$ cat src/rtl/dmem_pkg.sv
// Shared encodings for the data-memory load/store unit.
package dmem_pkg;

  // Request size encoding
  localparam logic [1:0] SZ_BYTE = 2'd0;
  localparam logic [1:0] SZ_HALF = 2'd1;
  localparam logic [1:0] SZ_WORD = 2'd2;

  // Word index is placed at this bit position of mem_addr
  localparam int MEM_ADDR_SHIFT = 5;

  typedef enum logic [2:0] {
    IDLE,
    LOAD,
    RMW_RD,
    STORE,
    RESP
  } lsu_state_t;

endpackage

$ cat src/rtl/lsu_align.sv
// Combinational lane logic: load extract/extend, store lane merge, misalignment detect.
module lsu_align
  import dmem_pkg::*;
#(
  parameter int n = 32
) (
  input  logic [1:0]   size,
  input  logic [1:0]   offset,
  input  logic         is_unsigned,
  input  logic [n-1:0] rdata,
  input  logic [n-1:0] merge_word,
  input  logic [n-1:0] wdata,
  output logic [n-1:0] load_data,
  output logic [n-1:0] store_data,
  output logic         misaligned
);

  logic [n-1:0] shifted;

  // Byte lanes are little-endian, so shifting right by 8*offset right-aligns the addressed lane
  assign shifted = rdata >> {offset, 3'b000};

  // Misalignment: word needs offset 0, halfword needs even offset, size 3 is reserved
  always_comb begin
    // NOTE: a default on every path of an always_comb keeps synthesis from inferring a latch.
    misaligned = 1'b1;
    case (size)
      SZ_BYTE: misaligned = 1'b0;
      SZ_HALF: misaligned = offset[0];
      SZ_WORD: misaligned = (offset != 2'd0);
      default: misaligned = 1'b1;
    endcase
  end

  // Load path: pick the addressed lane and sign- or zero-extend it
  always_comb begin
    load_data = shifted;
    case (size)
      SZ_BYTE: load_data = is_unsigned ? {{(n-8){1'b0}}, shifted[7:0]}
                                       : {{(n-8){shifted[7]}}, shifted[7:0]};
      SZ_HALF: load_data = is_unsigned ? {{(n-16){1'b0}}, shifted[15:0]}
                                       : {{(n-16){shifted[15]}}, shifted[15:0]};
      default: load_data = shifted;
    endcase
  end

  // Store path: replace only the addressed lane of the previously read word
  always_comb begin
    store_data = merge_word;
    case (size)
      SZ_BYTE: store_data[{offset, 3'b000} +: 8]   = wdata[7:0];
      SZ_HALF: store_data[{offset[1], 4'b0000} +: 16] = wdata[15:0];
      default: store_data = wdata;
    endcase
  end

endmodule

$ cat src/rtl/dmem_lsu.sv
// Load/store unit between the datapath and a word-addressed data memory.
module dmem_lsu
  import dmem_pkg::*;
#(
  parameter int n = 32,
  parameter int r = 7
) (
  input  logic         clk,
  input  logic         reset,
  input  logic         req_valid,
  output logic         req_ready,
  input  logic         req_we,
  input  logic [1:0]   req_size,
  input  logic         req_unsigned,
  input  logic [n-1:0] req_addr,
  input  logic [n-1:0] req_wdata,
  output logic         rsp_valid,
  input  logic         rsp_ready,
  output logic [n-1:0] rsp_rdata,
  output logic         rsp_err,
  output logic         mem_we,
  output logic [n-1:0] mem_addr,
  output logic [n-1:0] mem_wdata,
  input  logic [n-1:0] mem_rdata
);

  lsu_state_t   state, state_next;

  // Latched request; direction is carried by the state path, so it is not stored
  logic [1:0]   lat_size;
  logic         lat_uns;
  logic [n-1:0] lat_addr;
  logic [n-1:0] lat_wdata;
  logic [n-1:0] merge_q;

  logic [1:0]   cur_size;
  logic [1:0]   cur_offset;
  logic         misaligned;
  logic         out_of_range;
  logic         req_err;
  logic [n-1:0] load_data;
  logic [n-1:0] store_data;
  logic [n-1:0] word_addr;

  // Error decode looks at the live request in IDLE and at the latched one afterwards
  assign cur_size     = (state == IDLE) ? req_size      : lat_size;
  assign cur_offset   = (state == IDLE) ? req_addr[1:0] : lat_addr[1:0];
  assign out_of_range = |req_addr[n-1:r+2];
  assign req_err      = misaligned | out_of_range;
  assign word_addr    = (lat_addr >> 2) << MEM_ADDR_SHIFT;

  assign req_ready = (state == IDLE) && !reset;

  lsu_align #(.n(n)) u_align (
    .size        (cur_size),
    .offset      (cur_offset),
    .is_unsigned (lat_uns),
    .rdata       (mem_rdata),
    .merge_word  (merge_q),
    .wdata       (lat_wdata),
    .load_data   (load_data),
    .store_data  (store_data),
    .misaligned  (misaligned)
  );

  // State register
  always_ff @(posedge clk or posedge reset) begin
    // NOTE: sequential state uses non-blocking assignments so every flop samples pre-edge values.
    if (reset) state <= IDLE;
    else       state <= state_next;
  end

  // Next-state and memory/response strobes, all decoded from state
  always_comb begin
    state_next = state;
    rsp_valid  = 1'b0;
    mem_we     = 1'b0;
    mem_addr   = '0;
    mem_wdata  = '0;
    case (state)
      IDLE: begin
        if (req_valid) begin
          if (req_err)                 state_next = RESP;
          else if (!req_we)            state_next = LOAD;
          else if (req_size == SZ_WORD) state_next = STORE;
          else                         state_next = RMW_RD;
        end
      end
      LOAD: begin
        mem_addr   = word_addr;
        state_next = RESP;
      end
      RMW_RD: begin
        mem_addr   = word_addr;
        state_next = STORE;
      end
      STORE: begin
        mem_addr   = word_addr;
        mem_we     = 1'b1;
        mem_wdata  = store_data;
        state_next = RESP;
      end
      RESP: begin
        rsp_valid = 1'b1;
        if (rsp_ready) state_next = IDLE;
      end
      default: state_next = IDLE;
    endcase
  end

  // Request latches, merge register and registered response
  always_ff @(posedge clk or posedge reset) begin
    if (reset) begin
      lat_size  <= SZ_BYTE;
      lat_uns   <= 1'b0;
      lat_addr  <= '0;
      lat_wdata <= '0;
      merge_q   <= '0;
      rsp_rdata <= '0;
      rsp_err   <= 1'b0;
    end else begin
      case (state)
        IDLE: begin
          if (req_valid) begin
            lat_size  <= req_size;
            lat_uns   <= req_unsigned;
            lat_addr  <= req_addr;
            lat_wdata <= req_wdata;
            rsp_rdata <= '0;
            rsp_err   <= req_err;
          end
        end
        LOAD:    rsp_rdata <= load_data;
        RMW_RD:  merge_q   <= mem_rdata;
        default: ;
      endcase
    end
  end

endmodule

$ cat config.mk
export PLATFORM = sky130hd
export DESIGN_NAME = dmem_lsu
export DESIGN_NICKNAME = d
export VERILOG_FILES = /design/src/rtl/dmem_pkg.sv /design/src/rtl/lsu_align.sv /design/src/rtl/dmem_lsu.sv
export SDC_FILE = /design/constraint.sdc
export NUM_CORES = 1
export LEC_CHECK = 0
export BUFFER_PORTS_ARGS = -buffer_cell sky130_fd_sc_hd__buf_2
export CAP_MARGIN = 20
export CORE_ASPECT_RATIO = 1.2
export CORE_MARGIN = 5
export CORE_UTILIZATION = 57
export CTS_CLUSTER_DIAMETER = 150
export DETAILED_ROUTE_END_ITERATION = 8
export PLACE_DENSITY_LB_ADDON = 0.05
export REMOVE_ABC_BUFFERS = 1
export SLEW_MARGIN = 30
export SYNTH_ARGS = -nofsm -noshare
export SYNTH_HDL_FRONTEND = slang
export SYNTH_SLANG_ARGS = --single-unit
$ cat constraint.sdc
create_clock -name clk -period 8.25 [get_ports clk]
set_input_delay 0.825 -clock clk [delete_from_list [all_inputs] [get_ports clk]]
set_output_delay 0.825 -clock clk [all_outputs]
set_load 0.03 [all_outputs]
==> metrics.txt, run 1 <==
Hold-fix buffers, CTS 0; Mean Syn Cell Area 9.09 sq um; Main synth FF type dfrtp_1; number of fill cells approximately 1000; layout cells sized above 1 between 30% and 40%; Slew Limit Headroom 44.9%; antenna viol nets, final 0; RSZ-0062 raised after global routing false; Post-Synthesis Cells about 800; post_cts resized 0; synthesis-to-layout area growth 22.7%; Pleak between 4 and 5 nW; Die W about 110 microns; Final setup viols 0; Final HPWL DP about 16 mm; Worst Path Required between 7 and 8 ns; DP Worst Slack between 3 and 4 ns; share of the synthesized area in the top cell type ~46%; most frequent cell after synthesis nand2_1; Placer Congestion between 0.9 and 1; TritonRoute pass-1 iters 5; ant diodes 0; FMAX ~200 MHz; top post-synthesis cells by area dfrtp_1 (46%), nand2_1 (12%), mux2_2 (5.0%); I/O Buffers 198; Yosys reg bits around 130; total of warnings raised by yosys 0; initial antenna violation count 2; Yosys top cell by area dfrtp_1; die area 15000 sq um; status finished clean; Die H 133 microns; mapped cell area 7220 sq um; Slew Viols, Final 0; fin crit period a little under 5 ns; Core Rows 45; area of the multi-input gates 3650 sq um; number of post-CTS setup repair buffers 0; Clock Skew between 0.003 and 0.004 ns; Routed WL 22.3 mm; # H-tree levels 4; HP Class reg -> reg; sequential area share after synthesis between 40% and 50%; Cell Pwr Density 220 nW/um^2; Setup TNS 0 ns; most frequent cells after synthesis nand2_1 (236), dfrtp_1 (132), a21oi_1 (41); Tightest Pin Transition 0.824 ns; Iter 0 DRT Violations about 540; largest stage delay on the critical path ~0.66 ns; Buf/Inv on CP 2; Final Cycle Share 59.1%; Core ar. around 13000 sq um; endpoints failing hold 0; final worst setup slack roughly 3.4 ns; # IOs around 200; vias in the first global route 6738; WP data arrival roughly 4.1 ns; clock sinks between 100 and 150; DRC Markers 0; Critical Path Source Type flip-flop; initial core utilization 57.5%; clk slew on worst S/H paths roughly 0.05 ns; Routed wire per std cell slightly below 20 microns; sequential standard cell area approximately 3300 sq um; DR vias/cell 5.94; Max Root-Sink Buffers 2; Crit Path Max Fanout 24; Clock Latency Late Sink between 0.4 and 0.5 ns; crit path kind reg -> out; Post-layout nets 1081; first-pass GRT wire length 35.5 mm; Setup crit end kind output port; CP max-delay cell dfrtp_1; largest net degree at the start of global routing 84; Critical Path, Cell by Cell o31a_1 -> nor2_4 -> inv_2 -> ha_1 -> mux2i_1 -> a221oi_1 -> nor3_1 -> buf_2; Async S/R FF share, synth 100%; global route overflow 0; total track usage between 20% and 30%; CTS Buf Count 17; maximum VDD drop ~170 uV; vias just under 7000; CP top delay family compound AO/OA/AOI/OAI gates; TritonCTS clock tree yes; root buffer cell clkbuf_16; EDFF count, synth 0; synth unique cells 57; Max Cap Viol 0
[worst min-delay path, delay by kind of cell, from the launching register on]
family | cells | cell delay [ns]
and+or+nand+nor | 2 | 0.10
DFF | 1 | 0.33
[through the flow]
stage | power, mW | area, sq um | util, % | std cells | hold slack [ns]
final | 1.95 | 8860 | 70.6 | 1151 | 0.469
after global routing | 2.04 | 8860 | 70.6 | 1151 | 0.491
after CTS | 1.95 | 8850 | 70.5 | 1150 | 0.472
after detailed placement | 1.18 | 8260 | 65.8 | 1118 | 0.456
after global placement | 1.16 | 8250 | 65.7 | 1118 | 0.449
after floorplan | 1.04 | 6970 | - | 746 | 0.437
[layout by cell type (no fill, tap or decap), types with 7 or more instances in the layout]
cell type,instances
buf_2,198
a22oi_1,9
o21a_1,8
a221o_1,16
mux2i_1,19
nor2_1,18
buf_4,9
mux2_2,32
o21ai_0,33
nor3_1,10
and2_1,37
o211ai_1,9
a21oi_1,41
nor3b_1,8
clkbuf_16,17
a32o_1,7
o22ai_1,8
a22o_1,8
dfrtp_1,132
a221oi_1,8
nand3_1,36
nand2_1,236
[cell families after synthesis]
family | after synthesis | synth area share, %
buffers and inverters | 60 | 4.10
other | 1 | 0.0519
multiplexers | 53 | 7.97
adder cells (fa/ha/maj) | 3 | 0.520
AO/OA/AOI/OAI | 170 | 17.4
AND/OR/NAND/NOR | 376 | 24.2
flip-flops | 132 | 45.7
[power breakdown]
part	leakage (nW)	switching (mW)	internal (mW)	total, mW
clock	0.290	0.275	0.488	0.762
combinational	2.58	0.267	0.138	0.405
sequential	1.73	0.0663	0.714	0.780
[cell type report]
cell class                      instances  area share (%)
Sequential cell                       132            37.3
Clock inverter                         10            1.47
Timing Repair Buffer                  209            12.2
Multi-Input combinational cell        607            41.2
Tap cell                              164            2.32
Inverter                                7           0.325
Clock buffer                           22            5.24
[routing by layer]
metal / up-vias / routed length, microns / global-route usage, %
li1: 3141 / - / -
met1: 3299 / 8920 / 38.0
met2: 343 / 10900 / 48.6
met3: 53 / 1960 / 8.63
met4: 4 / 585 / 10.6
met5: - / 27 / 0
[flip-flops by register name, indices dropped and copies added (netlist names)]
register / flops
lat_wdata: 32
merge_q: 32
rsp_rdata: 32
lat_addr: 29
state: 3
lat_size: 2
lat_uns: 1
rsp_err: 1
[worst paths after layout]
path / start / endpoint / slack [ns] / cells after the start
hold reg to reg: lat_addr[10]$_DFFE_PP0P_ / lat_addr[10]$_DFFE_PP0P_ / 0.47 / 2
min in group asynchronous: reset / lat_addr[18]$_DFFE_PP0P_ / 0.50 / 2
setup / recovery: state[2]$_DFFE_PP0P_ / mem_wdata[20] / 3.37 / 8
max in group asynchronous: reset / lat_wdata[2]$_DFFE_PP0P_ / 6.59 / 3
setup reg to reg: state[2]$_DFFE_PP0P_ / rsp_rdata[31]$_DFFE_PP0P_ / 5.09 / 6
hold / removal: lat_addr[10]$_DFFE_PP0P_ / lat_addr[10]$_DFFE_PP0P_ / 0.47 / 2
Note: power is estimated with default switching activity, not from simulation.
==> inputs of run 2 (changes only) <==
CORE_UTILIZATION = 48   (was 57)
clock period = 4.3 ns   (was 8.25 ns; I/O delays follow)
==> metrics.txt, run 2 (synthesis gave the netlist of run 1 again) <==
Crit Path Max Fanout 18 (-25%); total track usage 26.8% (-3.0 points); TritonCTS clock tree yes; ant diodes 0 (unchanged); Placer Congestion 0.932 (+1.9%); first-pass GRT wire length 36.6 mm (+3.2%); final worst setup slack 0.313 ns (-3.06 ns); FMAX 251 MHz; Hold-fix buffers, CTS 0 (unchanged); fin crit period between 3 and 4 ns; root buffer cell clkbuf_16; layout cells sized above 1 31.4% (+0.79 points); largest net degree at the start of global routing 74 (-12%); DR vias/cell 5.64 (-5.2%); vias in the first global route 6845 (+1.6%); Die W 122 microns (+8.2%); clk slew on worst S/H paths 0.06 ns (about the same); Max Cap Viol 0 (unchanged); M2 GR Usage 44.9% (-3.6 points); clock sinks 132 (unchanged); DRC Markers 0 (unchanged); maximum VDD drop 304 uV (+82%); Cell Area, Placed 8360 sq um (+1.2%); TritonRoute pass-1 iters 5 (unchanged); largest registers lat_wdata (32), merge_q (32), rsp_rdata (32); status finished clean; Core Rows 49 (+8.9%); commonest non-fill, non-tap cells in the layout nand2_1 (236), buf_2 (198), dfrtp_1 (132); WP data arrival 3.56 ns (-0.49 ns); # IOs 204 (unchanged); initial antenna violation count 0 (-2); Max Root-Sink Buffers 2 (unchanged); Die H 144 microns (+8.3%); vias 6751 (-1.3%); Post-layout nets 1088 (+0.65%); antenna viol nets, final 0 (unchanged); Worst Path Required 3.87 ns (-3.55 ns); Slew Viols, Final 0 (unchanged); DP Worst Slack 0.886 ns (-3.01 ns); synthesis-to-layout area growth 24.9%; Final setup viols 0 (unchanged); Setup crit end kind output port; RSZ-0062 raised after global routing false; Routed WL 23.7 mm (+5.9%); Final HPWL DP 17.3 mm (+6.4%); Core ar. 14900 sq um (+19%); gr busiest metal met2; endpoints failing hold 0 (unchanged); global route overflow 0 (unchanged); Global Route met1 Usage 33.9% (-4.1 points); initial core utilization 48.5% (-9.0 points); Routed wire per std cell 19.8 microns (+1.8%); Pleak 4.66 nW (+1.1%); R2R cell count 7 (+1); non-filler instance count after layout 1198 (+4.1%); post_cts resized 0 (unchanged); crit path kind reg -> out; fin area 9020 sq um (+1.8%); Clock Skew 0.00544 ns (+0.00156 ns); Critical Path Source Type flip-flop; Tightest Pin Transition 0.927 ns (+0.103 ns); die area 17600 sq um (+17%); Slew Limit Headroom 37.0% (-7.9 points); most common cell after layout, fill and taps aside nand2_1; CTS Buf Count 17 (unchanged); GR met3 Demand/Resource 5.63% (-3.0 points); # H-tree levels 4 (unchanged); final hold slack 0.102 ns (-0.367 ns); Cell Pwr Density 432 nW/um^2 (+97%); I/O Buffers 198 (unchanged); number of post-CTS setup repair buffers 0 (unchanged); DP Cell Count 1165 (+4.2%); HP Class in -> async; Clock Latency Late Sink 0.41 ns (about the same); Final Cycle Share around 90%; Iter 0 DRT Violations 447 (-18%)
-- run 2: cell count changes in the layout (fill, tap and decap cells not counted) --
cell        change
inv_4           -1
clkbuf_8        -2
clkinvlp_4      +2
clkbuf_1        -3
buf_6           -1
inv_6           +3
clkinv_4        +3
buf_4           +8
clkinv_2        -4
bufinv_16       +2
-- run 2: cell type report --
| class | count | area, sq um |
|---|---|---|
| Fill cell | 1368 | 5870 |
| Multi-Input combinational cell | 607 | 3650 |
| Sequential cell | 132 | 3300 |
| Timing Repair Buffer | 216 | 1130 |
| Clock buffer | 17 | 425 |
| Tap cell | 204 | 255 |
| Clock inverter | 15 | 229 |
| Inverter | 7 | 31.3 |
-- run 2: final timing paths --
check                                               from                         to  slack (ns)
worst max-delay path                state[2]$_DFFE_PP0P_              mem_wdata[16]        0.31
worst min-delay path                               reset    lat_addr[0]$_DFFE_PP0P_        0.10
worst max register to register      state[2]$_DFFE_PP0P_       state[2]$_DFFE_PP0P_        1.34
worst min register to register  lat_addr[10]$_DFFE_PP0P_   lat_addr[10]$_DFFE_PP0P_        0.46
max in group asynchronous                          reset  rsp_rdata[18]$_DFFE_PP0P_        3.30
min in group clk                             req_addr[5]    lat_addr[5]$_DFFE_PP0P_        0.20
-- run 2: worst max-delay path, stage by stage, from the launching register on --
cell and delay, ns:
dfrtp_1 0.44, o31a_1 0.45, nor2_4 0.32, buf_4 0.27
inv_2 0.06, buf_4 0.22, mux2i_1 0.57, a221oi_1 0.23
nor3_1 0.32, buf_2 0.26
-- run 2: metrics by stage --
step           setup TNS (ns)  utilization (%)  power (mW)
4_1_cts                     0             60.5        3.90
2_1_floorplan         -175.20                -        2.00
3_5_place_dp                0             56.1        2.30
5_1_grt                     0             60.6        4.06
3_3_place_gp                0             56.1        2.27
6_report                    0             60.6        3.90
-- run 2: layer usage --
layer | vias up | part of all wire [%]
met5 | - | 0
met4 | 0 | 3.1
met3 | 56 | 7.4
met2 | 324 | 48
met1 | 3222 | 41
li1 | 3149 | -
-- run 2: power breakdown --
part	switching [mW]	total, mW	internal [mW]
registers	0.125	1.49	1.37
logic	0.528	0.802	0.274
clock network	0.570	1.60	1.03
